File: src/rtl/fsic_clock_phase_det.sv
// fsic_clock_phase_det
//   Receive-side checker for the divided clock produced by the far-end
//   io_serdes fast-to-core divider. It samples div_clk_in with the local fast
//   clock and checks that the period is DIV cycles. It reports lock, the
//   captured phase and period errors. While locked it also drives a locally
//   regenerated divided clock that is aligned to the received one.
//
// Ports
//   clk         fast sampling clock, all logic on posedge
//   resetb      asynchronous active-low reset
//   enable      detector enable (level)
//   div_clk_in  received divided clock, asynchronous in phase
//   locked      high while the detector is in LOCKED
//   phase       free-running phase counter value at the last accepted edge
//   edge_strobe one-cycle pulse per synchronized rising edge
//   period_err  one-cycle pulse per bad edge or timeout
//   err_cnt     saturating count of period_err pulses (cleared by reset only)
//   clk_regen   regenerated divided clock, straight from a flop
module fsic_clock_phase_det #(
  parameter int DIV         = 4,
  parameter int PW          = 2,
  parameter int SYNC_STAGES = 2,
  parameter int LOCK_CNT    = 8,
  parameter int LOSS_CNT    = 2
) (
  input  logic          clk,
  input  logic          resetb,
  input  logic          enable,
  input  logic          div_clk_in,
  output logic          locked,
  output logic [PW-1:0] phase,
  output logic          edge_strobe,
  output logic          period_err,
  output logic [7:0]    err_cnt,
  output logic          clk_regen
);

  typedef enum logic [1:0] {
    ST_IDLE,
    ST_SEARCH,
    ST_LOCKING,
    ST_LOCKED
  } state_t;

  localparam logic [PW-1:0] PH_MAX = PW'(DIV - 1);
  localparam logic [7:0]    DIV_L  = 8'(DIV);
  localparam logic [7:0]    HALF_L = 8'(DIV / 2);
  localparam logic [7:0]    TMO_L  = 8'(2 * DIV);
  localparam logic [7:0]    LOCK_L = 8'(LOCK_CNT);
  localparam logic [3:0]    LOSS_L = 4'(LOSS_CNT);

  logic [SYNC_STAGES-1:0] sync_q;
  logic                   hist_q;
  logic                   edge_q;
  logic [PW-1:0]          ph_cnt_q, ph_cnt_d;
  logic [7:0]             ivl_q, ivl_d;
  state_t                 state_q;
  logic                   locked_q;
  logic [PW-1:0]          phase_q;
  logic [7:0]             good_q;
  logic [3:0]             bad_q;
  logic                   period_err_q;
  logic [7:0]             err_cnt_q, err_cnt_d;
  logic                   regen_q;

  logic good_edge;
  logic bad_edge;
  logic timeout;
  logic checking;
  logic err_raise;

  // Edge qualification against the interval counter. A timeout only counts
  // when no edge arrives in the same cycle.
  always_comb begin
    checking  = (state_q == ST_LOCKING) || (state_q == ST_LOCKED);
    good_edge = edge_q && (ivl_q == DIV_L);
    bad_edge  = edge_q && (ivl_q != DIV_L);
    timeout   = !edge_q && (ivl_q == TMO_L) && checking;
    err_raise = enable && checking && (bad_edge || timeout);

    ph_cnt_d  = (ph_cnt_q == PH_MAX) ? '0 : ph_cnt_q + PW'(1);
    if (edge_q) begin
      ivl_d = 8'd1;
    end else if (ivl_q == 8'hFF) begin
      ivl_d = ivl_q;
    end else begin
      ivl_d = ivl_q + 8'd1;
    end
    err_cnt_d = (err_raise && (err_cnt_q != 8'hFF)) ? err_cnt_q + 8'd1 : err_cnt_q;
  end

  // Synchronizer, history flop and the registered rising-edge strobe. The
  // phase counter runs regardless of state.
  always_ff @(posedge clk or negedge resetb) begin
    if (!resetb) begin
      sync_q   <= '0;
      hist_q   <= 1'b0;
      edge_q   <= 1'b0;
      ph_cnt_q <= '0;
    end else begin
      sync_q   <= {sync_q[SYNC_STAGES-2:0], div_clk_in};
      hist_q   <= sync_q[SYNC_STAGES-1];
      edge_q   <= sync_q[SYNC_STAGES-1] & ~hist_q;
      ph_cnt_q <= ph_cnt_d;
    end
  end

  // Lock state machine with its counters and registered outputs. Entering
  // SEARCH clears the interval counter. This takes priority over the edge
  // reload, because the next SEARCH edge reloads the counter anyway.
  always_ff @(posedge clk or negedge resetb) begin
    if (!resetb) begin
      state_q      <= ST_IDLE;
      locked_q     <= 1'b0;
      phase_q      <= '0;
      good_q       <= 8'd0;
      bad_q        <= 4'd0;
      ivl_q        <= 8'd0;
      period_err_q <= 1'b0;
      err_cnt_q    <= 8'd0;
      regen_q      <= 1'b1;
    end else begin
      ivl_q        <= ivl_d;
      period_err_q <= err_raise;
      err_cnt_q    <= err_cnt_d;

      // The regenerated clock rises on each accepted edge and falls halfway
      // through the period. It is parked high whenever the detector is not locked.
      if (state_q != ST_LOCKED) begin
        regen_q <= 1'b1;
      end else if (edge_q) begin
        regen_q <= 1'b1;
      end else if (ivl_q == HALF_L) begin
        regen_q <= 1'b0;
      end

      if (!enable) begin
        state_q  <= ST_IDLE;
        locked_q <= 1'b0;
        good_q   <= 8'd0;
        bad_q    <= 4'd0;
      end else begin
        case (state_q)
          ST_IDLE: begin
            state_q <= ST_SEARCH;
            ivl_q   <= 8'd0;
          end
          ST_SEARCH: begin
            if (edge_q) begin
              phase_q <= ph_cnt_q;
              good_q  <= 8'd0;
              state_q <= ST_LOCKING;
            end
          end
          ST_LOCKING: begin
            if (edge_q) begin
              phase_q <= ph_cnt_q;
              if (good_edge) begin
                good_q <= good_q + 8'd1;
                if (good_q + 8'd1 == LOCK_L) begin
                  state_q  <= ST_LOCKED;
                  locked_q <= 1'b1;
                  bad_q    <= 4'd0;
                end
              end else begin
                good_q <= 8'd0;
              end
            end else if (timeout) begin
              state_q <= ST_SEARCH;
              good_q  <= 8'd0;
              ivl_q   <= 8'd0;
            end
          end
          ST_LOCKED: begin
            if (edge_q) begin
              if (good_edge) begin
                bad_q   <= 4'd0;
                phase_q <= ph_cnt_q;
              end else if (bad_q + 4'd1 == LOSS_L) begin
                state_q  <= ST_SEARCH;
                locked_q <= 1'b0;
                bad_q    <= 4'd0;
                ivl_q    <= 8'd0;
              end else begin
                bad_q <= bad_q + 4'd1;
              end
            end else if (timeout) begin
              state_q  <= ST_SEARCH;
              locked_q <= 1'b0;
              bad_q    <= 4'd0;
              ivl_q    <= 8'd0;
            end
          end
          default: begin
            state_q <= ST_IDLE;
          end
        endcase
      end
    end
  end

  assign locked      = locked_q;
  assign phase       = phase_q;
  assign edge_strobe = edge_q;
  assign period_err  = period_err_q;
  assign err_cnt     = err_cnt_q;
  assign clk_regen   = regen_q;

endmodule

File: config.mk
export PLATFORM = sky130hd
export DESIGN_NAME = fsic_clock_phase_det
export DESIGN_NICKNAME = d
export VERILOG_FILES = /design/src/rtl/fsic_clock_phase_det.sv
export SDC_FILE = /design/constraint.sdc
export NUM_CORES = 1
export LEC_CHECK = 0
export ABC_AREA = 1
export CAP_MARGIN = 20
export CORE_MARGIN = 2
export CORE_UTILIZATION = 60
export CTS_BUF_LIST = sky130_fd_sc_hd__clkbuf_4
export DETAILED_ROUTE_END_ITERATION = 10
export HOLD_SLACK_MARGIN = 0.05
export PLACE_DENSITY = 0.81
export SYNTH_ARGS = -nofsm -noshare
export SYNTH_HDL_FRONTEND = slang
export SYNTH_SLANG_ARGS = --single-unit
File: constraint.sdc
create_clock -name clk -period 2.4 [get_ports clk]
set_input_delay 0.36 -clock clk [delete_from_list [all_inputs] [get_ports clk]]
set_output_delay 0.36 -clock clk [all_outputs]
set_load 0.1 [all_outputs]
# Word level (Yosys, flattened, before mapping)
# Index checks and enable logic that the tools add are counted.
# Widths: inputs -> output; s select.
# totals
register_bits	41
out_inout_bits	14
# classes
n_reduce_logical	19
muxes	51
eq_ne	28
n_addsub	5
bitwise_logic	2
# ops
op	count
$mux 8	13
$mux 4	8
$mux 2	13
$add 8x1->8 const B	3
$pmux 8 s3	1
$eq 8x4->1 const B	2
$ne 4x4->1 const B	4
$pmux 8 s2	1
$reduce_and 5->1	3
$mux 1	11
$ne 3x3->1 const B	3
$eq 8x2->1 const B	1
$eq 8x3->1 const B	1
$eq 8x8->1 const B	1
$ne 4x3->1 const B	2
$ne 8x3->1 const B	1
$ne 8x8->1 const B	1
$pmux 2 s4	1
$pmux 4 s2	1
$logic_and 1x1->1	7
$reduce_and 7->1	1
$eq 2x2->1 const B	3
$ne 2x2->1 const B	3
$ne 3x1->1 const B	2
other kinds (17)	18

# Longest topological paths before layout
# Gate-level depths: netlist of the first run.
# depth
word_depth	8
ltp_mapped	13

# Worst setup path after synthesis of the first run
# No wires, ideal clock.
# synth_timing
path_type	register to register
from	register err_cnt_q[0] (netlist: err_cnt[0])
to	register err_cnt_q[3] (netlist: err_cnt[3])
required_ns	2.241
path_stages_with_launch	8
setup_ns	0.159
period_less_slack_ns	2.239
t_arrival_ns	2.080
setup_slack_ns	0.161
path_cell_list	dfrtp_1 ha_1 nand2_1 nor3_2 nand3_1 nand3_4 nor2_8 xor2_2
# synth_between
elab_chain_len	2
# synth_rtl
element	line_no	rtl
from (decl)	63	logic [7:0] err_cnt_q, err_cnt_d;
from (signal assigned)	125	err_cnt_q <= err_cnt_d;
parallel branches: the longest is 2 deep, another holds $add 8x1->8	n/a	
# Parallel ways; which one is timed is not known.
# A chain may end at the register's enable or synchronous reset.

# Final worst setup path of the first run
# layout_timing
from	register good_q[0]
to	register bad_q[1]
# layout_between
elab_chain_len	4
# layout_rtl
element	line_no	rtl
from (decl)	60	logic [7:0] good_q;
from (signal assigned)	159	good_q <= good_q + 8'd1;
$add 8x1->8	160	if (good_q + 8'd1 == LOCK_L) begin
$eq 8x4->1	160	
$ne 3x2->1 (no line)	n/a	
$reduce_and 5->1 (no line)	n/a	
to (signal assigned)	185	bad_q <= bad_q + 4'd1;
to (decl)	61	logic [3:0] bad_q;
# Every way passes these cells.

==> results.toml, run 1 <==
[outcome]
status = "finished, final reports clean"

[critical_path]
criticalPathCategory = "flop to flop"
start_kind = "flop"
end_kind = "flop"
crit_path_end = "bad_q[1]"
rr_startpoint = "good_q[0]"
r2r_cells = 10
cp_max_fo = 8
cp-startpoint = "good_q[0]"
cp.required_ps = 2660
reg2reg_setup_slack_ps = 650
worstReg2RegEnd = "bad_q[1]"
cp.arrival_ps = 2000

[power_and_ir_drop]
p_clk_frac = 0.162
swShare = 0.4635
seqPwrFrac = 0.403
p_int_w = 0.001163
peakVddDrop_uv = 1068
p_leak_nw = 1.294
p_sw_w = 0.001005
comb_power_share = 0.435
power.density_nw_per_um2 = 825.5

[clocking]
cts_buffers = 5
cts_resized = 0
postCtsSetupBuffers = 0
ctsLongestPathBuffers = 2
cts_max_level = 2
cts_tree = "built"
clk_latency_ps = 350
cts_hold_buf = 0
clk_pin_slew_ps = 120
cts.sinks = 41
cts-root-buf = "clkbuf_4"

[global_route]
grt_pass1_wl_um = 7569
grt_max_degree = 42
grt_use_total = 0.2194
overflow = 0
grt_pass1_vias = 1750
antenna_found_initial = 0

[min_path]
hold_class = "input pin to asynchronous set/reset pin"

[die]
die-height_um = 67.23
die_w_um = 67.23
fp-row-count = 22
initial_core_util = 0.6407
core_area_um2 = 3744
dieArea_um2 = 4519
num_io_pins = 18

[drt]
drc = 0
vias = 1880
routed_via_density = 5.137
wl_per_cell_um = 11.49
postRouteAntennaNets = 0
first_pass_iters = 4
first_iter_violations = 80
routed_wl_um = 4207

[timing]
finalSetupViolCount = 0
min_period_over_period = 0.7286
fin_skew_ps = 14.62
max_freq_mhz = 571.9
grt_setup_unrepaired = "no"
period_needed_ps = 1749
max-slew-margin-rel = 0.3903
tightest_slew_ps = 914.5
setup_tns_ps = 0
final_hold_viol_count = 0
drv_slew = 0

[logic_synthesis]
synth_area_leaders = "dfrtp_1 42%, nand2_1 11%, inv_1 5.9%"
synth_top_area_frac = 0.4173
yosysTopAreaCell = "dfrtp_1"
mappedNetlistArea_um2 = 2399
yosys_most_used_dff = "dfrtp_1"
synth.most_common_cell = "nand2_1"
synth_edf_count = 0
ys_seq_area_frac = 0.4283
syn_inst = 295
syn_area_per_cell_um2 = 8.131
synthDistinctLibCells = 34
synth_seq_cells = 41
ys_top_cells_by_count = "72 x nand2_1, 40 x dfrtp_1, 38 x inv_1"
async_reset_ff_frac = 1.000
syn-num-nets = 310
synth_warnings = 0

[finish]
n_antenna_cell = 0
area_growth_pct = 9.494
fin_area_um2 = 2626
fin_nets = 332
drive_gt1_frac = 0.1792

[placement]
port_buffers = 17
gp_congestion = 0.8531
hpwl_um = 3147
place_area_um2 = 2570

[flow_run]
cap_violations = 0
==> cells by family (layout without fill, tap and decap cells) <==
| logic type | after synthesis | in the layout | synth area share |
|---|---|---|---|
| muxes | 2 | 2 | 0.009389 |
| adders and majority gates | 11 | 11 | 0.05738 |
| and+or+nand+nor | 159 | 159 | 0.3156 |
| buffers and inverters | 42 | 65 | 0.07043 |
| AOI/OAI and AO/OA | 31 | 31 | 0.08294 |
| xor gates and xnor gates | 9 | 9 | 0.03599 |
| DFF | 41 | 41 | 0.4283 |
==> state kept, by name, summed over array words and instances, names as in the netlist <==
signal	count
err_cnt	8
good_q	8
ivl_q	8
bad_q	4
ph_cnt_q	2
phase	2
state_q	2
sync_q	2
clk_regen	1
edge_strobe	1
hist_q	1
locked	1
period_err	1
==> worst min path at each step <==
stage | from | cells past startpoint | to | slack (ps)
global placement | sync_q[0] | 0 | sync_q[1] | 340
CTS | resetb | 1 | err_cnt[4] | 150
finish | resetb | 1 | bad_q[3] | 130
floorplan | resetb | 0 | bad_q[0] | 60
detailed placement | sync_q[0] | 0 | sync_q[1] | 340
global route | resetb | 1 | bad_q[2] | 210
==> layout by cell type (no fill, tap or decap), types with 4 or more instances in the layout <==
cell      instances
nand2_2           7
nand4_1           4
nand2_1          72
dfrtp_1          40
xnor2_1           4
inv_1            38
o21ai_0          14
a21oi_1           6
o21ai_2           5
buf_4            14
nand3_1          28
ha_1             11
xor2_1            4
nor2_1           29
clkbuf_4          7
nor2_2            7
==> critical path, cell delays in order (launching register included) <==
cell and delay (ps):
dfrtp_1 420, ha_1 260, nand3_1 140, o21ai_0 190, nand2_1 90, nor2_1 110, nand2_1 70, nand2_1 140
nand2_4 110, nand2_1 80, o21ai_2 50
==> area by class of cell <==
type	count	area (um2)
Clock buffer	7	52.55
Inverter	40	150.1
Sequential cell	41	1027
Fill cell	336	1117
Multi-Input combinational cell	212	1202
Tap cell	48	60.06
Clock inverter	1	3.754
Timing Repair Buffer	17	130.1
==> power by group through the flow <==
stage | clock [W] | sequential (W) | combinational [W]
3_5_place_dp | 0 | 0.000887 | 0.000944
2_1_floorplan | 0 | 0.00121 | 0.000420
3_3_place_gp | 0 | 0.000886 | 0.000937
6_report | 0.000351 | 0.000874 | 0.000943
4_1_cts | 0.000367 | 0.000874 | 0.000948
5_1_grt | 0.000387 | 0.000892 | 0.00102
==> layer usage <==
metal	up-vias	wire, um	GRT usage
li1	988	-	-
met1	850	2051	0.2985
met2	36	1912	0.3502
met3	6	198	0.04333
met4	0	45	0.07908
met5	-	0	0
==> through the flow <==
| stage | total power, W | hold WS, ps | worst slack [ps] | util | cells |
|---|---|---|---|---|---|
| 2_1_floorplan | 0.001631 | 64.41 | 161.5 | - | 295 |
| 3_3_place_gp | 0.001822 | 341.2 | 540.6 | 0.6865 | 358 |
| 3_5_place_dp | 0.001831 | 337.0 | 475.9 | 0.6865 | 358 |
| 4_1_cts | 0.002189 | 152.9 | 621.6 | 0.7015 | 366 |
| 5_1_grt | 0.002300 | 205.3 | 425.9 | 0.7015 | 366 |
| 6_report | 0.002168 | 127.9 | 651.4 | 0.7015 | 366 |
Power figures use the tool's default switching activity.
==> run 2: changes to the inputs <==
clock period = 1.76 ns   (was 2.4 ns; I/O delays follow)
==> run 2 against run 1 <==
  * The flow now finishes with violations (setup timing)
  * Critical path type unchanged
  * Register-to-register slack worse by 680 ps
  * Cell area is 19% higher
  * Die area is the same
  * Wire length rose by 39%
  * Core utilization rose by 13 points
==> results.toml, run 2 (synthesis results as in run 1) <==
[power_and_ir_drop]
peakVddDrop_uv = 1505
power.density_nw_per_um2 = 1144
p_leak_nw = 1.466

[timing]
finalSetupViolCount = 3
tightest_slew_ps = 717.5
min_period_over_period = 1.019
period_needed_ps = 1793
final_hold_viol_count = 0
grt_setup_unrepaired = "yes"
max_freq_mhz = 557.8
fin_skew_ps = 23.55
setup_tns_ps = -58.96
drv_slew = 0
max-slew-margin-rel = 0.5217
layout_setup_ws_ps = -32.60

[placement]
hpwl_um = 3555
port_buffers = 17
gp_congestion = 0.7982
place_area_um2 = 2834
dpl.cell_count = 369

[critical_path]
path_buf_inv = 1
start_kind = "flop"
cp.required_ps = 2010
cp.arrival_ps = 2040
crit_path_frequent_cell = "nand2_1"
cpMaxStageDelayCell = "dfrtp_1"
criticalPathCategory = "flop to flop"
cp_max_fo = 5
end_kind = "flop"
path_cells = "inv_2 > ha_4 > nor2_1 > nor2_1 > nand2_2 > nand2_2 > nand3_4 > nor2_8 > nand2_1 > nand2_1 > nand2_1"
path_delay_family = "simple AND/OR/NAND/NOR gates"
max_stage_delay_ps = 450

[finish]
instances_no_fill = 396
layout_commonest_cell = "nand2_1"
area_growth_pct = 30.52
fin_nets = 362
nFillCells = 222
fin_area_um2 = 3131
drive_gt1_frac = 0.3592
n_antenna_cell = 0
final_cell_mix = "63 x nand2_1, 34 x inv_1, 30 x buf_4, 29 x dfrtp_1, 27 x nand3_1"

[flow_run]
cap_violations = 0

[drt]
first_iter_violations = 142
drc = 0
postRouteAntennaNets = 0
vias = 2164
routed_wl_um = 5847
wl_per_cell_um = 14.77
first_pass_iters = 4
routed_via_density = 5.465

[global_route]
grt_use_total = 0.2449
grt_max_degree = 32
grt_pass1_vias = 1903
antenna_found_initial = 0
overflow = 0
grt_pass1_wl_um = 8183

[die]
fp-row-count = 22
initial_core_util = 0.6407
dieArea_um2 = 4519
core_area_um2 = 3744
die_w_um = 67.23
num_io_pins = 18
die-height_um = 67.23

[clocking]
cts_buffers = 5
ctsLongestPathBuffers = 2
cts_max_level = 2
cts_tree = "built"
cts.sinks = 41
clk_pin_slew_ps = 120
clk_latency_ps = 360
cts-root-buf = "clkbuf_4"

[min_path]
hold_class = "flop to flop"

[outcome]
violations = "setup timing"
status = "complete, but fails checks"
[run 2: changes by cell type in the layout (fill, tap and decap cells not counted), sizes merged]
cell	delta
buf	+29
clkbuf	-1
clkinv	+1
dlygate4sd3	+1
[run 2: final cells by class]
| class | instances | area (um2) | area share |
|---|---|---|---|
| flip-flops and latches | 41 | 1049 | 0.3349 |
| multi-input cells | 212 | 1296 | 0.4141 |
| inverters | 40 | 150.1 | 0.04796 |
| clock inverters | 2 | 10.01 | 0.003197 |
| repair buffers | 47 | 520.5 | 0.1663 |
| clock buffers | 6 | 45.04 | 0.01439 |
| well taps | 48 | 60.06 | 0.01918 |
[run 2: power by group]
group	internal (W)	total [W]	switching, W
Clock	0.000168	0.000481	0.000313
Sequential	0.00108	0.00125	0.000173
Combinational	0.000714	0.00185	0.00113
[run 2: path summary, 6_finish.rpt]
check | end | cells after the start | from | slack [ps]
worst min-delay path | sync_q[1] | 0 | sync_q[0] | 360
min in group asynchronous | bad_q[2] | 2 | resetb | 460
worst max register to register | err_cnt[5] | 11 | state_q[0] | -30
max in group asynchronous | good_q[2] | 3 | resetb | 700
worst min register to register | sync_q[1] | 0 | sync_q[0] | 360
worst max-delay path | err_cnt[5] | 11 | state_q[0] | -30
[run 2: layer usage]
metal,global-route usage,up-vias,part of all wire
li1,-,1043,-
met1,0.3053,1019,0.41
met2,0.4196,82,0.51
met3,0.05167,20,0.045
met4,0.08929,0,0.033
met5,0,-,0
[run 2: per-stage QoR]
stage          total power [W]  utilization  hold WS, ps  worst slack (ps)
3_3_place_gp          0.002777       0.7570        335.8             67.62
3_5_place_dp          0.002810       0.7570        343.4             2.166
5_1_grt               0.003743       0.8362        362.2            -86.38
2_1_floorplan         0.002243            -       -31.59             10.56
4_1_cts               0.003314       0.7764        351.6             7.869
6_report              0.003580       0.8362        361.3            -32.60
[run 2: timing repair]
item / in CTS / in global routing
endpoints found under the hold margin: 28 / 0
buffers inserted: 1 / 17
hold buffers: 1 / 0
pin swaps: 0 / 21
gates resized for setup: 0 / 35
setup endpoints to repair: 1 / 22
